[src/rtl/seq_pkg.sv]
`default_nettype none
// ============================================================================
//  Module      : seq_pkg
//  Description : Shared types and constants for the LEGv8 phase sequencer.
//  Revision    : 1.0  initial release
// ============================================================================
package seq_pkg;

    // Sequencer states; the five datapath phases plus idle, stretch and fault
    typedef enum logic [2:0] {
        IDLE      = 3'd0,
        FETCH     = 3'd1,
        DECODE    = 3'd2,
        EXECUTE   = 3'd3,
        MEMORY    = 3'd4,
        MEM_WAIT  = 3'd5,
        WRITEBACK = 3'd6,
        ERROR     = 3'd7
    } seq_state_t;

    // Cycles taken by an instruction that never stalls in memory
    localparam int NUM_PHASES = 5;

endpackage
`default_nettype wire

[src/rtl/phase_sequencer_if.sv]
`default_nettype none
// ============================================================================
//  Module      : phase_sequencer_if
//  Description : Control/status bundle between the sequencer and its host.
//  Revision    : 1.0  initial release
// ============================================================================
interface phase_sequencer_if #(
    parameter int CNT_W = 32
);
    logic             run;
    logic             step;
    logic             halt_req;
    logic             clr_counters;
    logic             mem_access;
    logic             mem_ready;
    logic             fetch_en;
    logic             decode_en;
    logic             execute_en;
    logic             memory_en;
    logic             writeback_en;
    logic             pc_en;
    logic             busy;
    logic             halted;
    logic             timeout_err;
    logic [CNT_W-1:0] cycle_count;
    logic [CNT_W-1:0] instr_count;

    // Host side: drives control, observes phase enables and status
    modport master (
        output run, step, halt_req, clr_counters, mem_access, mem_ready,
        input  fetch_en, decode_en, execute_en, memory_en, writeback_en,
        input  pc_en, busy, halted, timeout_err, cycle_count, instr_count
    );

    // Sequencer side
    modport slave (
        input  run, step, halt_req, clr_counters, mem_access, mem_ready,
        output fetch_en, decode_en, execute_en, memory_en, writeback_en,
        output pc_en, busy, halted, timeout_err, cycle_count, instr_count
    );
endinterface
`default_nettype wire

[src/rtl/sat_counter.sv]
`default_nettype none
// ============================================================================
//  Module      : sat_counter
//  Description : Up-counter that sticks at all-ones; clear beats increment.
//  Revision    : 1.0  initial release
// ============================================================================
module sat_counter #(
    parameter int W = 32
) (
    input  wire logic         clk,
    input  wire logic         rst,
    input  wire logic         i_clr,
    input  wire logic         i_inc,
    output logic      [W-1:0] o_q
);
    logic [W-1:0] r_q;

    // Count with saturation; synchronous clear has priority
    always_ff @(posedge clk or posedge rst) begin
        if (rst) begin
            r_q <= '0;
        end else if (i_clr) begin
            r_q <= '0;
        end else if (i_inc && (r_q != {W{1'b1}})) begin
            r_q <= r_q + 1'b1;
        end
    end

    assign o_q = r_q;
endmodule
`default_nettype wire

[src/rtl/phase_sequencer.sv]
`default_nettype none
// ============================================================================
//  Module      : phase_sequencer
//  Description : Per-phase enable sequencer for the non-pipelined LEGv8
//                datapath with memory-stall stretching, run/step/halt
//                control and saturating cycle / retired-instruction counters.
//  Revision    : 1.0  initial release
// ============================================================================
module phase_sequencer
    import seq_pkg::*;
#(
    parameter int CNT_W       = 32,
    parameter int MEM_TIMEOUT = 16
) (
    input  wire logic         clk,
    input  wire logic         reset,
    phase_sequencer_if.slave  bus
);
    // A zero timeout still needs a one-bit counter to keep widths legal
    localparam int              c_WAIT_W  = (MEM_TIMEOUT > 0) ? $clog2(MEM_TIMEOUT + 1) : 1;
    localparam bit              c_TO_EN   = (MEM_TIMEOUT != 0);
    localparam logic [c_WAIT_W-1:0] c_TIMEOUT = c_WAIT_W'(MEM_TIMEOUT);

    seq_state_t          r_state;
    seq_state_t          w_next;
    logic                r_halt_pend;
    logic [c_WAIT_W-1:0] r_wait;
    logic                r_fetch_en, r_decode_en, r_execute_en, r_memory_en;
    logic                r_writeback_en, r_busy, r_halted, r_timeout_err;
    logic [CNT_W-1:0]    w_cycle_count, w_instr_count;

    // Next-state decision from the current state and sampled controls
    always_comb begin
        w_next = r_state;
        case (r_state)
            IDLE: begin
                if (bus.run) begin
                    w_next = bus.halt_req ? IDLE : FETCH;
                end else if (bus.step) begin
                    w_next = FETCH;
                end
            end
            FETCH:     w_next = DECODE;
            DECODE:    w_next = EXECUTE;
            EXECUTE:   w_next = MEMORY;
            MEMORY: begin
                if (!bus.mem_access || bus.mem_ready) begin
                    w_next = WRITEBACK;
                end else begin
                    w_next = MEM_WAIT;
                end
            end
            MEM_WAIT: begin
                if (bus.mem_ready) begin
                    w_next = WRITEBACK;
                end else if (c_TO_EN && (r_wait == c_TIMEOUT)) begin
                    w_next = ERROR;
                end
            end
            WRITEBACK: w_next = (bus.run && !r_halt_pend) ? FETCH : IDLE;
            ERROR:     w_next = ERROR;
            default:   w_next = IDLE;
        endcase
    end

    // State register with Moore outputs registered from the next state
    always_ff @(posedge clk or posedge reset) begin
        if (reset) begin
            r_state        <= IDLE;
            r_fetch_en     <= 1'b0;
            r_decode_en    <= 1'b0;
            r_execute_en   <= 1'b0;
            r_memory_en    <= 1'b0;
            r_writeback_en <= 1'b0;
            r_busy         <= 1'b0;
            r_halted       <= 1'b1;
            r_timeout_err  <= 1'b0;
        end else begin
            r_state        <= w_next;
            r_fetch_en     <= (w_next == FETCH);
            r_decode_en    <= (w_next == DECODE);
            r_execute_en   <= (w_next == EXECUTE);
            r_memory_en    <= (w_next == MEMORY) || (w_next == MEM_WAIT);
            r_writeback_en <= (w_next == WRITEBACK);
            r_busy         <= (w_next != IDLE) && (w_next != ERROR);
            r_halted       <= (w_next == IDLE);
            r_timeout_err  <= (w_next == ERROR);
        end
    end

    // Remember a halt request until the sequencer parks in IDLE
    always_ff @(posedge clk or posedge reset) begin
        if (reset) begin
            r_halt_pend <= 1'b0;
        end else if (w_next == IDLE) begin
            r_halt_pend <= 1'b0;
        end else if (bus.halt_req && r_busy) begin
            r_halt_pend <= 1'b1;
        end
    end

    // Count stall cycles; saturates so a long stall never reads as fresh
    always_ff @(posedge clk or posedge reset) begin
        if (reset) begin
            r_wait <= '0;
        end else if ((r_state == MEMORY) && (w_next == MEM_WAIT)) begin
            r_wait <= c_WAIT_W'(1);
        end else if ((r_state == MEM_WAIT) && (w_next == MEM_WAIT) &&
                     (r_wait != {c_WAIT_W{1'b1}})) begin
            r_wait <= r_wait + 1'b1;
        end
    end

    sat_counter #(.W(CNT_W)) u_cycle_cnt (
        .clk   (clk),
        .rst   (reset),
        .i_clr (bus.clr_counters),
        .i_inc (r_busy),
        .o_q   (w_cycle_count)
    );

    sat_counter #(.W(CNT_W)) u_instr_cnt (
        .clk   (clk),
        .rst   (reset),
        .i_clr (bus.clr_counters),
        .i_inc (r_writeback_en),
        .o_q   (w_instr_count)
    );

    assign bus.fetch_en     = r_fetch_en;
    assign bus.decode_en    = r_decode_en;
    assign bus.execute_en   = r_execute_en;
    assign bus.memory_en    = r_memory_en;
    assign bus.writeback_en = r_writeback_en;
    assign bus.pc_en        = r_writeback_en;
    assign bus.busy         = r_busy;
    assign bus.halted       = r_halted;
    assign bus.timeout_err  = r_timeout_err;
    assign bus.cycle_count  = w_cycle_count;
    assign bus.instr_count  = w_instr_count;
endmodule
`default_nettype wire

[src/flat_wrapper.sv]
// flat-port wrapper written by rule: the top's interface ports become plain ports
module phase_sequencer_flat import seq_pkg::*;
#(
    parameter int CNT_W       = 32,
    parameter int MEM_TIMEOUT = 16
)
  (clk, reset, bus_run, bus_step, bus_halt_req, bus_clr_counters, bus_mem_access, bus_mem_ready, bus_fetch_en, bus_decode_en, bus_execute_en, bus_memory_en, bus_writeback_en, bus_pc_en, bus_busy, bus_halted, bus_timeout_err, bus_cycle_count, bus_instr_count);
  phase_sequencer_if #(.CNT_W(CNT_W)) bus_i ();
  input  wire logic clk;
  input  wire logic reset;
  input wire logic [$bits(bus_i.run)-1:0] bus_run;
  input wire logic [$bits(bus_i.step)-1:0] bus_step;
  input wire logic [$bits(bus_i.halt_req)-1:0] bus_halt_req;
  input wire logic [$bits(bus_i.clr_counters)-1:0] bus_clr_counters;
  input wire logic [$bits(bus_i.mem_access)-1:0] bus_mem_access;
  input wire logic [$bits(bus_i.mem_ready)-1:0] bus_mem_ready;
  output wire logic [$bits(bus_i.fetch_en)-1:0] bus_fetch_en;
  output wire logic [$bits(bus_i.decode_en)-1:0] bus_decode_en;
  output wire logic [$bits(bus_i.execute_en)-1:0] bus_execute_en;
  output wire logic [$bits(bus_i.memory_en)-1:0] bus_memory_en;
  output wire logic [$bits(bus_i.writeback_en)-1:0] bus_writeback_en;
  output wire logic [$bits(bus_i.pc_en)-1:0] bus_pc_en;
  output wire logic [$bits(bus_i.busy)-1:0] bus_busy;
  output wire logic [$bits(bus_i.halted)-1:0] bus_halted;
  output wire logic [$bits(bus_i.timeout_err)-1:0] bus_timeout_err;
  output wire logic [$bits(bus_i.cycle_count)-1:0] bus_cycle_count;
  output wire logic [$bits(bus_i.instr_count)-1:0] bus_instr_count;
  assign bus_i.run = bus_run;
  assign bus_i.step = bus_step;
  assign bus_i.halt_req = bus_halt_req;
  assign bus_i.clr_counters = bus_clr_counters;
  assign bus_i.mem_access = bus_mem_access;
  assign bus_i.mem_ready = bus_mem_ready;
  assign bus_fetch_en = bus_i.fetch_en;
  assign bus_decode_en = bus_i.decode_en;
  assign bus_execute_en = bus_i.execute_en;
  assign bus_memory_en = bus_i.memory_en;
  assign bus_writeback_en = bus_i.writeback_en;
  assign bus_pc_en = bus_i.pc_en;
  assign bus_busy = bus_i.busy;
  assign bus_halted = bus_i.halted;
  assign bus_timeout_err = bus_i.timeout_err;
  assign bus_cycle_count = bus_i.cycle_count;
  assign bus_instr_count = bus_i.instr_count;
  phase_sequencer #(.CNT_W(CNT_W), .MEM_TIMEOUT(MEM_TIMEOUT)) u_core (.clk(clk), .reset(reset), .bus(bus_i));
endmodule
[config.mk]
export PLATFORM = sky130hd
export DESIGN_NAME = phase_sequencer_flat
export DESIGN_NICKNAME = d
export VERILOG_FILES = /design/src/rtl/seq_pkg.sv /design/src/rtl/phase_sequencer_if.sv /design/src/rtl/sat_counter.sv /design/src/rtl/phase_sequencer.sv /design/src/flat_wrapper.sv
export SDC_FILE = /design/constraint.sdc
export NUM_CORES = 1
export LEC_CHECK = 0
export CAP_MARGIN = 25
export CORE_ASPECT_RATIO = 0.9
export CORE_UTILIZATION = 43
export CTS_BUF_LIST = sky130_fd_sc_hd__clkbuf_4 sky130_fd_sc_hd__clkbuf_8 sky130_fd_sc_hd__clkbuf_16
export DETAILED_ROUTE_END_ITERATION = 10
export HOLD_SLACK_MARGIN = 0.06
export PLACE_DENSITY = 0.75
export SLEW_MARGIN = 30
export SYNTH_ARGS = -nofsm -noshare
export SYNTH_HDL_FRONTEND = slang
export SYNTH_SLANG_ARGS = --single-unit
export TNS_END_PERCENT = 1
[constraint.sdc]
create_clock -name clk -period 2.5 [get_ports clk]
set_input_delay 0.25 -clock clk [delete_from_list [all_inputs] [get_ports clk]]
set_output_delay 0.25 -clock clk [all_outputs]
set_load 0.1 [all_outputs]
==> impl_summary.log <==
INFO  metric critical_path_arrival = 2.46 ns
INFO  metric endpoints_failing_hold = 0
INFO  metric r2r_cells = 5
INFO  metric layout.filler_cells = just over 900
INFO  metric cp_data_required_time = between 2 and 3 ns
INFO  metric fin_worst_skew = 0.00960 ns
INFO  metric mostFrequentLayoutCell = buf_4
INFO  metric r2r_setup_slack = between 0.2 and 0.3 ns
INFO  metric cts_sinks = 81
INFO  metric vdd.ir_drop.worst = between 0.9 and 1 mV
INFO  metric io_buf_count = 80
INFO  metric share_of_post_route_cells_with_drive_strength_above_1 = 0.250
INFO  metric fp.dieW = 111 µm
INFO  metric synth.largest_area_cell = dfrtp_1
INFO  metric total_leakage_power = 0.00240 µW
INFO  metric ctsResizeCount = 0
INFO  metric synth_top_area_share = 0.437
INFO  metric crit_buf_inv = 0
INFO  metric dr.first_iter.drc_count = 241
INFO  metric reg_clk_slew_reported_paths = 0.07 ns
INFO  metric timing.setup.critical_path_class = flip-flop to flip-flop
INFO  metric finish.instance_area = 5690 µm²
INFO  metric finalCritPeriodShare = 0.887
INFO  metric seq_cell_area = 2050 µm²
INFO  metric cp-end-kind = flip-flop
INFO  metric power.combinational.fraction = 0.305
INFO  metric post-layout-total-power = 4400 µW
INFO  metric finalWeightedCongestion = 0.905
INFO  metric syn_area = 4580 µm²
INFO  metric vias = 4152
INFO  metric first_pass_grt_wire_length = 19200 µm
INFO  metric min-delay-path-class = primary input to asynchronous set/reset pin
INFO  metric postCtsSetupBuffers = 0
INFO  metric drc_errors = 0
INFO  metric post_cts_hold_buffer_count = 0
INFO  metric number_of_max_capacitance_violations_reported = 0
INFO  metric mostFrequentLayoutCells = 85 x buf_4, 63 x dfrtp_1, 46 x a21oi_1
INFO  metric detail_route.vias_per_cell = approximately 6
INFO  metric antenna_diodes = 0
INFO  metric worstPathMaxFanout = 15
INFO  metric die_area = 11100 µm²
INFO  metric dieHeight = 100 µm
INFO  metric cts_htree_levels = 3
INFO  metric cellInternalPower = around 2700 µW
INFO  metric pwr_density_cell = 774 nW/µm²
INFO  metric synth.lib_cells_used.distinct = 57
INFO  metric run_status = completed
INFO  metric dp.final_hpwl = 8190 µm
INFO  metric finalCriticalPeriod = 2.22 ns
INFO  metric rsz_0062_raised_after_global_routing = no
INFO  metric core = about 10000 µm²
INFO  metric number_of_top_level_pins = 81
INFO  metric cts_tree = built
INFO  metric worst_slew_pin_slew = approximately 0.63 ns
INFO  metric grt_antenna_before_repair = 0
INFO  metric yosys_warnings = 0
INFO  metric post_synth_inst_count = 496
INFO  metric seqPwrFrac = 0.371
INFO  metric nNetsFinal = 587
INFO  metric fin_tns_setup = 0 ns
INFO  metric regToRegEndpoint = u_core.u_instr_cnt.o_q[27]$_DFFE_PP0P_
INFO  metric clock_power_share = 0.324
INFO  metric number_of_setup_violations_in_the_final_report = 0
INFO  metric cts.path.max_buffers = 2
INFO  metric routed_wire_length_per_instance = 16.1 µm
INFO  metric report.final.slew_viol_count = 0
INFO  metric worst_reg2reg_path_startpoint = u_core.u_instr_cnt.o_q[5]$_DFFE_PP0P_
INFO  metric total_switching_power = approximately 1700 µW
INFO  metric grt_pass1_vias = around 3900
INFO  metric achievable_frequency = 451 MHz
INFO  metric syn-num-nets = 509
INFO  metric wl = 11400 µm
INFO  metric worst_slew_margin_rel = 0.574
INFO  metric grt.overflow.total = 0
INFO  metric worstSkewPairLatency = roughly 0.33 ns
INFO  metric timing.critical_path.from_type = flip-flop
INFO  metric power.switching_fraction = 0.389
INFO  metric synth_seq_area_share = 0.442
INFO  metric syn-mean-instance-area = just over 9 µm²
INFO  metric multi_input_area = 2360 µm²
INFO  metric finalHoldWorstSlack = 0.290 ns
INFO  metric grt_start_max_net_pins = 40
INFO  metric initial_core_util = 0.445
INFO  metric critical_path.max_stage_delay = roughly 0.53 ns
INFO  metric synthToLayoutAreaGrowth = 24.2%
INFO  metric clockRootBuffer = clkbuf_16
INFO  metric slowest_stage = or4_1
INFO  metric floorplan.rows = 35
INFO  metric post_dp_cell_area = 5370 µm²
INFO  metric antenna_violating_nets_post_route = 0
INFO  metric grt_use_total = 0.211
INFO  metric ys_seq_elements = 81
INFO  metric post_layout_utilization_of_the_core = 0.553
INFO  metric worst_path_dominant_cell_family = simple AND/OR/NAND/NOR gates
INFO  metric yosys-top-cells-area = dfrtp_1 44%, a21oi_1 5.0%, o31ai_1 3.8%, nor2_1 3.4%, or4_1 3.3%
INFO  metric drt-pass1-iter-count = 4
INFO  metric cts_inserted_buffers = 9
INFO  metric timing.critical_path.cells = nand4_1 -> nor3_1 -> o311ai_4 -> or4_1 -> a21oi_1
==> power groups by stage <==
stage	Clock, µW	Sequential, µW	Combinational [µW]
floorplan	0	2110	590
global placement	0	1650	1330
detailed placement	0	1650	1350
CTS	1450	1640	1350
global route	1520	1660	1440
finish	1420	1640	1340
==> cell type report <==
| type | instances | area share |
|---|---|---|
| clock inverter | 6 | 0.0160 |
| sequential | 81 | 0.360 |
| clock buffer | 10 | 0.0409 |
| tap | 129 | 0.0284 |
| multi-input combinational | 374 | 0.415 |
| inverter | 14 | 0.00945 |
| timing repair buffer | 94 | 0.131 |
==> cell usage after synthesis (all sizes together) <==
cell     count
o21a         1
nor3b        1
ha           5
clkbuf      15
buf         12
o21ai       21
and3        10
and2         2
a22o         1
and4bb       1
mux2i        2
nor2b        9
a31o         1
a32oi        1
nand3       28
o21ba        1
nor4         9
mux2         7
o41ai        2
or3         22
o2bb2ai      1
nor2        41
nand2b       8
nor3        18
a221oi       1
a31oi        2
dfrtp       80
o31ai       25
nand2       35
nor4bb       1
or4         22
nor4b        1
a211o        1
and4         8
xor2         6
xnor2        7
dfstp        1
inv         14
nand3b       1
o311ai       1
nand4       23
a21oi       46
a211oi       1
o21bai       1
==> per-layer routing <==
layer  wire (µm)  up-vias  global-route usage
li1            -     2015                   -
met1        5140     2014               0.283
met2        5520      113               0.343
met3         614       10              0.0495
met4          99        0              0.0605
met5           0        -                   0
==> through the flow <==
step | cells | setup slack (ns)
6_report | 708 | 0.282
3_3_place_gp | 692 | 0.414
2_1_floorplan | 496 | -0.0255
5_1_grt | 708 | 0.109
4_1_cts | 708 | 0.305
3_5_place_dp | 692 | 0.311
==> state kept, by name, summed over array words and instances, names as in the netlist, 3 cells and up <==
name and cells:
u_core.r_wait 5, u_core.u_instr_cnt.o_q 32, u_core.r_state 3, u_core.u_cycle_cnt.o_q 32
==> how the worst max path moves through the flow <==
stage | endpoint | cells past startpoint | slack, ns | start
floorplan | u_core.u_cycle_cnt.o_q[19]$_DFFE_PP0P_ | 4 | -0.03 | u_core.u_cycle_cnt.o_q[3]$_DFFE_PP0P_
global placement | u_core.u_instr_cnt.o_q[10]$_DFFE_PP0P_ | 6 | 0.41 | u_core.u_instr_cnt.o_q[0]$_DFFE_PP0P_
detailed placement | u_core.u_instr_cnt.o_q[10]$_DFFE_PP0P_ | 6 | 0.31 | u_core.u_instr_cnt.o_q[0]$_DFFE_PP0P_
CTS | u_core.u_instr_cnt.o_q[27]$_DFFE_PP0P_ | 5 | 0.30 | u_core.u_instr_cnt.o_q[5]$_DFFE_PP0P_
global route | u_core.u_instr_cnt.o_q[25]$_DFFE_PP0P_ | 6 | 0.11 | u_core.u_instr_cnt.o_q[0]$_DFFE_PP0P_
finish | u_core.u_instr_cnt.o_q[27]$_DFFE_PP0P_ | 5 | 0.28 | u_core.u_instr_cnt.o_q[5]$_DFFE_PP0P_
==> cells by family (layout without fill, tap and decap cells) <==
kind of cell | count (synthesis) | after routing | synth area share
AO/OA/AOI/OAI | 107 | 107 | 0.151
XOR/XNOR | 13 | 13 | 0.0248
adder cells (fa/ha/maj) | 5 | 5 | 0.0136
flip-flops | 81 | 81 | 0.442
buffers and inverters | 41 | 124 | 0.0428
multiplexers | 9 | 9 | 0.0224
AND/OR/NAND/NOR | 240 | 240 | 0.303
Power figures use the tool's default switching activity.
